==> src/rtl/uart_tx_if.sv <==
// Host-side handshake bundle for uart_tx: byte request in, serial line and status out.
// tx_start is a request qualified only by the transmitter being idle: a byte is
// accepted on a rising edge where tx_start=1 and tx_busy=0; while tx_busy=1 the
// request is ignored, so tx_busy doubles as the inverse of ready.
interface uart_tx_if;
  logic       tx_start;
  logic [7:0] tx_data;
  logic       tx;
  logic       tx_busy;
  logic       tx_done;

  modport master (
    output tx_start, tx_data,
    input  tx, tx_busy, tx_done
  );

  modport slave (
    input  tx_start, tx_data,
    output tx, tx_busy, tx_done
  );
endinterface

==> src/rtl/uart_tx.sv <==
// UART transmitter: start, 8 data bits LSB-first, optional parity, one stop bit.
// Define UART_TX_PARITY_EN to include the parity bit (even, or odd when ODD_PARITY=1).
module uart_tx #(
  parameter int CLKS_PER_BIT = 16,
  parameter int ODD_PARITY   = 0
) (
  input  logic       clk,
  input  logic       reset,
  uart_tx_if.slave   bus,
  output logic [2:0] dbg_state_o
);

  localparam int CW = (CLKS_PER_BIT > 1) ? $clog2(CLKS_PER_BIT) : 1;
  localparam logic [CW-1:0] BAUD_LAST = CW'(CLKS_PER_BIT - 1);

  if (CLKS_PER_BIT < 2 || ODD_PARITY < 0 || ODD_PARITY > 1) begin : g_bad_param
    $error("uart_tx: CLKS_PER_BIT must be >= 2 and ODD_PARITY must be 0 or 1");
  end

  typedef enum logic [2:0] {
    S_IDLE   = 3'd0,
    S_START  = 3'd1,
    S_DATA   = 3'd2,
`ifdef UART_TX_PARITY_EN
    S_PARITY = 3'd3,
`endif
    S_STOP   = 3'd4
  } state_t;

  state_t        state_q, state_d;
  logic [CW-1:0] baud_q, baud_d;
  logic [2:0]    bit_idx_q, bit_idx_d;
  logic [7:0]    shift_q, shift_d;
  logic          tx_q, tx_d;
  logic          busy_q, busy_d;
  logic          done_q, done_d;
`ifdef UART_TX_PARITY_EN
  logic          par_q, par_d;
`endif

  logic       bit_end;
  logic [2:0] idx_nxt;

  assign bit_end = (baud_q == BAUD_LAST);
  assign idx_nxt = bit_idx_q + 3'd1;

  always_ff @(posedge clk or negedge reset) begin
    if (!reset) begin
      state_q   <= S_IDLE;
      baud_q    <= '0;
      bit_idx_q <= '0;
      shift_q   <= '0;
      tx_q      <= 1'b1;
      busy_q    <= 1'b0;
      done_q    <= 1'b0;
`ifdef UART_TX_PARITY_EN
      par_q     <= 1'b0;
`endif
    end else begin
      state_q   <= state_d;
      baud_q    <= baud_d;
      bit_idx_q <= bit_idx_d;
      shift_q   <= shift_d;
      tx_q      <= tx_d;
      busy_q    <= busy_d;
      done_q    <= done_d;
`ifdef UART_TX_PARITY_EN
      par_q     <= par_d;
`endif
    end
  end

  always_comb begin
    state_d   = state_q;
    baud_d    = baud_q;
    bit_idx_d = bit_idx_q;
    shift_d   = shift_q;
    tx_d      = tx_q;
    busy_d    = busy_q;
    done_d    = 1'b0;
`ifdef UART_TX_PARITY_EN
    par_d     = par_q;
`endif

    // The baud counter free-runs in every non-idle state and wraps on each bit boundary.
    if (state_q != S_IDLE) begin
      baud_d = bit_end ? '0 : baud_q + CW'(1);
    end

    case (state_q)
      S_IDLE: begin
        if (bus.tx_start) begin
          shift_d   = bus.tx_data;
`ifdef UART_TX_PARITY_EN
          par_d     = (ODD_PARITY != 0) ? ~^bus.tx_data : ^bus.tx_data;
`endif
          state_d   = S_START;
          tx_d      = 1'b0;
          busy_d    = 1'b1;
          baud_d    = '0;
          bit_idx_d = '0;
        end
      end
      S_START: begin
        if (bit_end) begin
          state_d = S_DATA;
          tx_d    = shift_q[0];
        end
      end
      S_DATA: begin
        if (bit_end) begin
          if (bit_idx_q == 3'd7) begin
`ifdef UART_TX_PARITY_EN
            state_d = S_PARITY;
            tx_d    = par_q;
`else
            state_d = S_STOP;
            tx_d    = 1'b1;
`endif
          end else begin
            bit_idx_d = idx_nxt;
            tx_d      = shift_q[idx_nxt];
          end
        end
      end
`ifdef UART_TX_PARITY_EN
      S_PARITY: begin
        if (bit_end) begin
          state_d = S_STOP;
          tx_d    = 1'b1;
        end
      end
`endif
      S_STOP: begin
        if (bit_end) begin
          state_d = S_IDLE;
          tx_d    = 1'b1;
          busy_d  = 1'b0;
          done_d  = 1'b1;
        end
      end
      default: begin
        state_d = S_IDLE;
        tx_d    = 1'b1;
        busy_d  = 1'b0;
      end
    endcase
  end

  assign bus.tx      = tx_q;
  assign bus.tx_busy = busy_q;
  assign bus.tx_done = done_q;
  assign dbg_state_o = state_q;

endmodule

==> src/flat_wrapper.sv <==
// flat-port wrapper written by rule: the top's interface ports become plain ports
module uart_tx_flat 
#(
  parameter int CLKS_PER_BIT = 16,
  parameter int ODD_PARITY   = 0
)
  (clk, reset, dbg_state_o, bus_tx_start, bus_tx_data, bus_tx, bus_tx_busy, bus_tx_done);
  uart_tx_if bus_i ();
  input  logic clk;
  input  logic reset;
  output logic [2:0] dbg_state_o;
  input wire logic [$bits(bus_i.tx_start)-1:0] bus_tx_start;
  input wire logic [$bits(bus_i.tx_data)-1:0] bus_tx_data;
  output wire logic [$bits(bus_i.tx)-1:0] bus_tx;
  output wire logic [$bits(bus_i.tx_busy)-1:0] bus_tx_busy;
  output wire logic [$bits(bus_i.tx_done)-1:0] bus_tx_done;
  assign bus_i.tx_start = bus_tx_start;
  assign bus_i.tx_data = bus_tx_data;
  assign bus_tx = bus_i.tx;
  assign bus_tx_busy = bus_i.tx_busy;
  assign bus_tx_done = bus_i.tx_done;
  uart_tx #(.CLKS_PER_BIT(CLKS_PER_BIT), .ODD_PARITY(ODD_PARITY)) u_core (.clk(clk), .reset(reset), .bus(bus_i), .dbg_state_o(dbg_state_o));
endmodule
==> config.mk <==
export PLATFORM = sky130hd
export DESIGN_NAME = uart_tx_flat
export DESIGN_NICKNAME = d
export VERILOG_FILES = /design/src/rtl/uart_tx_if.sv /design/src/rtl/uart_tx.sv /design/src/flat_wrapper.sv
export SDC_FILE = /design/constraint.sdc
export NUM_CORES = 1
export LEC_CHECK = 0
export ABC_AREA = 1
export CAP_MARGIN = 20
export CORE_ASPECT_RATIO = 0.6
export CORE_UTILIZATION = 48
export DETAILED_ROUTE_END_ITERATION = 16
export PLACE_DENSITY = 0.73
export SETUP_SLACK_MARGIN = 0.4
export SLEW_MARGIN = 40
export SYNTH_ARGS = -nofsm -noshare
export SYNTH_HDL_FRONTEND = slang
export SYNTH_SLANG_ARGS = --single-unit
export TNS_END_PERCENT = 1
==> constraint.sdc <==
create_clock -name clk -period 2.71 [get_ports clk]
set_input_delay 0.4065 -clock clk [delete_from_list [all_inputs] [get_ports clk]]
set_output_delay 0.4065 -clock clk [all_outputs]
set_load 0.02 [all_outputs]
==> impl_metrics.tcl <==
set metrics [dict create \
    outcome "complete, no violations" \
    avgViaCountPerCell 5.11 \
    critPathCaptureType "primary output" \
    cts_resized 0 \
    skew_ps 4.15 \
    die_h_um 38.7 \
    syn_avg_cell_area_um2 9.11 \
    post-route-cell-area_mm2 0.00131 \
    worstSkewPairLatency_ps 270 \
    grt_pass1_wl_um 3740 \
    relSlewSlack 0.799 \
    antenna_found_initial 0 \
    crit_chain "clkdlybuf4s50_1" \
    die_w_um 63.1 \
    fin_crit_sh 0.669 \
    period_needed_ps 1810 \
    regToRegStartpoint "u_core.bit_idx_q[0]" \
    final_common_cell "nand2_1" \
    crit_type "reg -> out" \
    layout.nets 153 \
    clockPowerShare 0.140 \
    r2r_slack_ps 1020 \
    gr-total-overflow 0 \
    r2r-end "u_core.bus.tx" \
    critPathTopFamily "buffers and inverters" \
    ios 17 \
    clock_tree.htree_level_count 1 \
    postRouteAntennaNets 0 \
    hp-class "in -> async" \
    synth_top_area_frac 0.466 \
    firstDrtPassIters 4 \
    netlist_instances 118 \
    drt_wl_total_um 2260 \
    yosysTopAreaCell "dfrtp_1" \
    gp_congestion 0.806 \
    final_cell_mix "29 x nand2_1, 20 x dfrtp_1, 16 x clkdlybuf4s50_1" \
    cts_hold_buf 0 \
    crit_path_start_kind "flop" \
    switching_share 0.407 \
    slowest_delay_ps 600 \
    grt_max_degree 22 \
    initial_core_util 0.546 \
    antenna_cells 0 \
    cellLeakagePower_nw 0.644 \
    path_clk_slew_ps 80 \
    seqPwrFrac 0.375 \
    dp_hpwl_um 1730 \
    cts_tree "built" \
    setup_slack_ps 896 \
    irDropWorstVdd_v 0.000520 \
    holdWs_ps 477 \
    cts_setup_buffers 0 \
    arrival_ps 1410 \
    ys_seq_elements 21 \
    cp.required_ps 2300 \
    hold_viol 0 \
    ys_top_cells_by_area "dfrtp_1 47%, nand2_1 10%, mux2_4 9.8%" \
    vias 848 \
    dieArea_mm2 0.00244 \
    setup_tns_ps 0 \
    p_per_area_mw_per_mm2 1140 \
    synthDistinctLibCells 21 \
    slew_viol_final 0 \
    row_count 12 \
    pre_cts_ws_ps 1060 \
    path_buf_inv 1 \
    syn2layout_area_growth_pct 22.0 \
    cts_buffers 3 \
    worst_pin_slew_ps 300 \
    drive_above_1_share 0.159 \
    syn-num-nets 132 \
    reg2reg_depth 8 \
    post_drt_wl_per_cell_um 13.6 \
    setup_viol 0 \
    clk_path_buf_depth 2 \
    crit_fanout 2 \
    grt_pass1_vias 781 \
    drcViolationCount 0 \
    max_clock_freq_mhz 551 \
    grt_setup_unrepaired "no" \
    port_buffers 16 \
    p_sw_w 0.000606 \
    dpl_cell_area_mm2 0.00127 \
    max_cap_viol_count 0 \
    p_int_w 0.000884 \
    comb_power_share 0.485 \
    ys_warn_count 0 \
    root_buffer "clkbuf_8" \
    core_mm2 0.00197 \
    synth_area_mm2 0.00107 \
    fin_util 0.667 \
    drt_iter0_markers 54 \
    clkSinkCount 21 \
    slowest_stage "clkdlybuf4s50_1" \
    grt_usage 0.222 \
    ys_seq_area_frac 0.490 \
]
-- Yosys cell counts --
master,instances
a21oi_1,6
buf_6,1
dfrtp_1,20
dfstp_2,1
ha_1,3
inv_1,13
inv_2,1
mux2_2,1
mux2_4,7
nand2_1,29
nand2_2,2
nand3_1,8
nand3b_1,1
nor2_1,10
nor2_2,4
nor2_4,1
nor3_1,1
o21ai_0,6
o21ai_1,1
o21ai_2,1
xor2_1,1
-- kinds of logic (layout without fill, tap and decap cells) --
logic type | count (synthesis) | count (layout) | share of synthesized area
AO/OA/AOI/OAI | 14 | 14 | 0.0687
AND/OR/NAND/NOR | 56 | 56 | 0.230
XOR/XNOR | 1 | 1 | 0.00815
multiplexers | 8 | 8 | 0.108
adder cells (fa/ha/maj) | 3 | 3 | 0.0349
buffers and inverters | 15 | 35 | 0.0594
flip-flops | 21 | 21 | 0.490
-- registers in the layout (all words and copies together) (netlist names) --
register	count
u_core.dbg_state_o	3
u_core.bit_idx_q	3
u_core.bus.tx_done	1
u_core.shift_q	8
u_core.bus.tx_busy	1
u_core.baud_q	4
u_core.bus.tx	1
-- worst max path at each step --
stage	startpoint	to	slack, ps	cells past startpoint
final	u_core.bus.tx	bus_tx	900	1
after global routing	u_core.bit_idx_q[0]	u_core.bus.tx	850	8
after CTS	u_core.bus.tx	bus_tx	890	1
after detailed placement	u_core.bit_idx_q[0]	u_core.bus.tx	1060	8
after global placement	bus_tx_start	u_core.shift_q[0]	1110	3
after floorplan	u_core.dbg_state_o[1]	u_core.shift_q[1]	1290	6
-- per-stage QoR --
stage | power (W) | instances
4_1_cts | 0.00149 | 166
5_1_grt | 0.00160 | 166
3_5_place_dp | 0.00128 | 162
6_report | 0.00149 | 166
2_1_floorplan | 0.00107 | 118
3_3_place_gp | 0.00125 | 162
-- routing by layer --
metal | part of all wire | up-vias | track usage | wire length (um)
met5 | 0 | - | 0 | 0
met4 | 0.021 | 0 | 0.122 | 47
met2 | 0.44 | 30 | 0.352 | 988
li1 | - | 419 | - | -
met1 | 0.49 | 391 | 0.287 | 1120
met3 | 0.048 | 8 | 0.0529 | 109
-- worst reg2reg max path: stages, from the launching register on --
cell,delay (ps)
dfrtp_1,460
ha_1,240
ha_1,370
inv_1,80
nand3_1,90
nand3_1,80
nand3_1,90
nand2_1,50
a21oi_1,150
-- power groups by stage --
stage	logic, W	clock network (W)	registers, W
6_report	0.000723	0.000208	0.000559
5_1_grt	0.000805	0.000224	0.000576
4_1_cts	0.000720	0.000214	0.000557
3_5_place_dp	0.000719	0	0.000562
3_3_place_gp	0.000690	0	0.000555
2_1_floorplan	0.000501	0	0.000574
-- final cells by class --
cell class / count / area [um^2]
clock buffer: 4 / 45.0
fill: 169 / 656
inverter: 14 / 52.6
multi-input combinational: 82 / 484
sequential: 21 / 527
tap: 28 / 35.0
timing repair buffer: 17 / 168
No activity file was read; power rests on OpenSTA's default activity.
==> RTL change (same flow settings) <==
Add a define of `UART_TX_PARITY_EN`.
--- a/src/rtl/uart_tx.sv
+++ b/src/rtl/uart_tx.sv
@@ -2,2 +2,4 @@
 // Define UART_TX_PARITY_EN to include the parity bit (even, or odd when ODD_PARITY=1).
+`define UART_TX_PARITY_EN
+
 module uart_tx #(
Check against the original RTL: no difference found for any inputs over 10 cycles, from zero or initial values and one cycle with reset low; that may be too few to reach the edited logic, so the function may still have changed.
==> RTL change against the unedited design <==
Routed wire length rose by 2.0%; combinational power up 31%; sequential cell count increased by 1; area after synthesis increased by 21%; power grew 19%; sequential share of layout area fell by 4.5 points; worst setup slack lost 0.0038 ns; design area grew 18%; critical path type unchanged; largest cell class is now multi-input gates.
==> RTL change: results (changes against the unedited design) <==
Status
  • Status: finished, final reports clean

Routing
  • Routed WL: 2310 um (+2.0%)
  • Starting DRT DRC Count: 51 (-5.6%)
  • Vias per inst: 4.67 (-8.6%)
  • Via count: 1022 (+21%)
  • DRT met1 WL: 1270 um (+14%)

Placement
  • Detailed Place HPWL: 1850 um (+6.5%)
  • Place WS: 0.986 ns (-0.0727 ns)
  • GP Congestion: 0.839 (+4.1%)
  • Post-placement cell count: 215 (+33%)
  • Placed instance area: 1490 um2 (+18%)

Layout
  • Fillers: 208 (+23%)
  • Fin nets: 202 (+32%)
  • Layout cell share with drive strength beyond 1: 13.4% (-2.6 points)
  • Storage element area: 552 um2 (+4.8%)
  • Multi-In Gates: 117 (+43%)
  • Area occupied by multi-input gates: 632 um2 (+30%)
  • NonClk Buf Share: 10.8% (-2.0 points)
  • Non-clock inverter count: 27 (+13)
  • Clock buf/inv share: 3.56% (+0.12 points)

Power
  • LEAKAGE: 0.780 nW (+21%)
  • P_clk: 0.232 mW (+12%)
  • Switching power of the nets: 0.796 mW (+31%)
  • Maximum vdd ir drop: 0.000407 V (-22%)
  • Clock share of power: 13.0% (-1.0 points)

Timing
  • Crit share post-route: 67.1% (+0.14 points)
  • Worst Tran Pin Value: 0.271 ns (-0.0292 ns)
  • Layout Skew: 0.00313 ns (-0.00102 ns)

Logic synthesis
  • Post-synth cell types: 24 (+14%)
  • Syn_area_per_cell: 7.75 um2 (-15%)
  • Top cells by count, synth: 53 x nand2_1, 21 x dfrtp_1, 20 x inv_1, 11 x nand3_1, 10 x nor2_1
  • Synth top area cells: dfrtp_1 40%, nand2_1 15%, inv_1 5.8%
  • Post-synthesis sequential area ratio: 42.4% (-6.6 points)
  • Register bit total from synthesis: 22 (+4.8%)
  • Synth Net Count: 182 (+38%)

Global route
  • Pin count of the biggest net entering global routing: 23 (+4.5%)
  • Met3 global-route usage: 5.77% (+0.48 points)
  • Met1 Usage GRT: 29.0% (+0.24 points)
  • First-pass GRT wire length: 4300 um (+15%)
  • Vias in the first global route: 924 (+18%)
  • All-Layer GR Usage: 18.9% (-3.3 points)

Setup path
  • Worst R2R End: u_core.bit_idx_q[0]
  • Crit path to: dbg_state_o[1]
  • CP startpoint: u_core.dbg_state_o[1]
  • Critical Path Fanout Max: 6 (+4)
  • CP peak stage delay: 0.66 ns (+0.06 ns)
  • Flop2flop setup slack: 1.29 ns (+0.27 ns)

Clock tree
  • Clk root buf: clkbuf_8
-- RTL change: changes by cell type after synthesis, sizes merged, moves of 2 or more --
| cell | change |
|---|---|
| nand3 | +4 |
| inv | +13 |
| xnor2 | +4 |
| xor2 | +2 |
| mux2 | -8 |
| nand2 | +26 |
| o21ai | +7 |
-- RTL change: kinds of logic (layout without fill, tap and decap cells) --
kind of cell | after synthesis | count (layout) | synth area share (%)
AO/OA/AOI/OAI | 21 | 21 | 8.17
XOR/XNOR | 7 | 7 | 4.71
adder cells (fa/ha/maj) | 3 | 3 | 2.88
buffers and inverters | 29 | 48 | 9.04
flip-flops | 22 | 22 | 42.4
AND/OR/NAND/NOR | 86 | 86 | 32.8
-- RTL change: through the flow --
stage | hold slack [ns] | utilization (%)
CTS | 0.511 | 60.9
global placement | 0.486 | 58.8
detailed placement | 0.491 | 58.8
floorplan | 0.111 | -
finish | 0.502 | 60.9
global route | 0.520 | 60.9
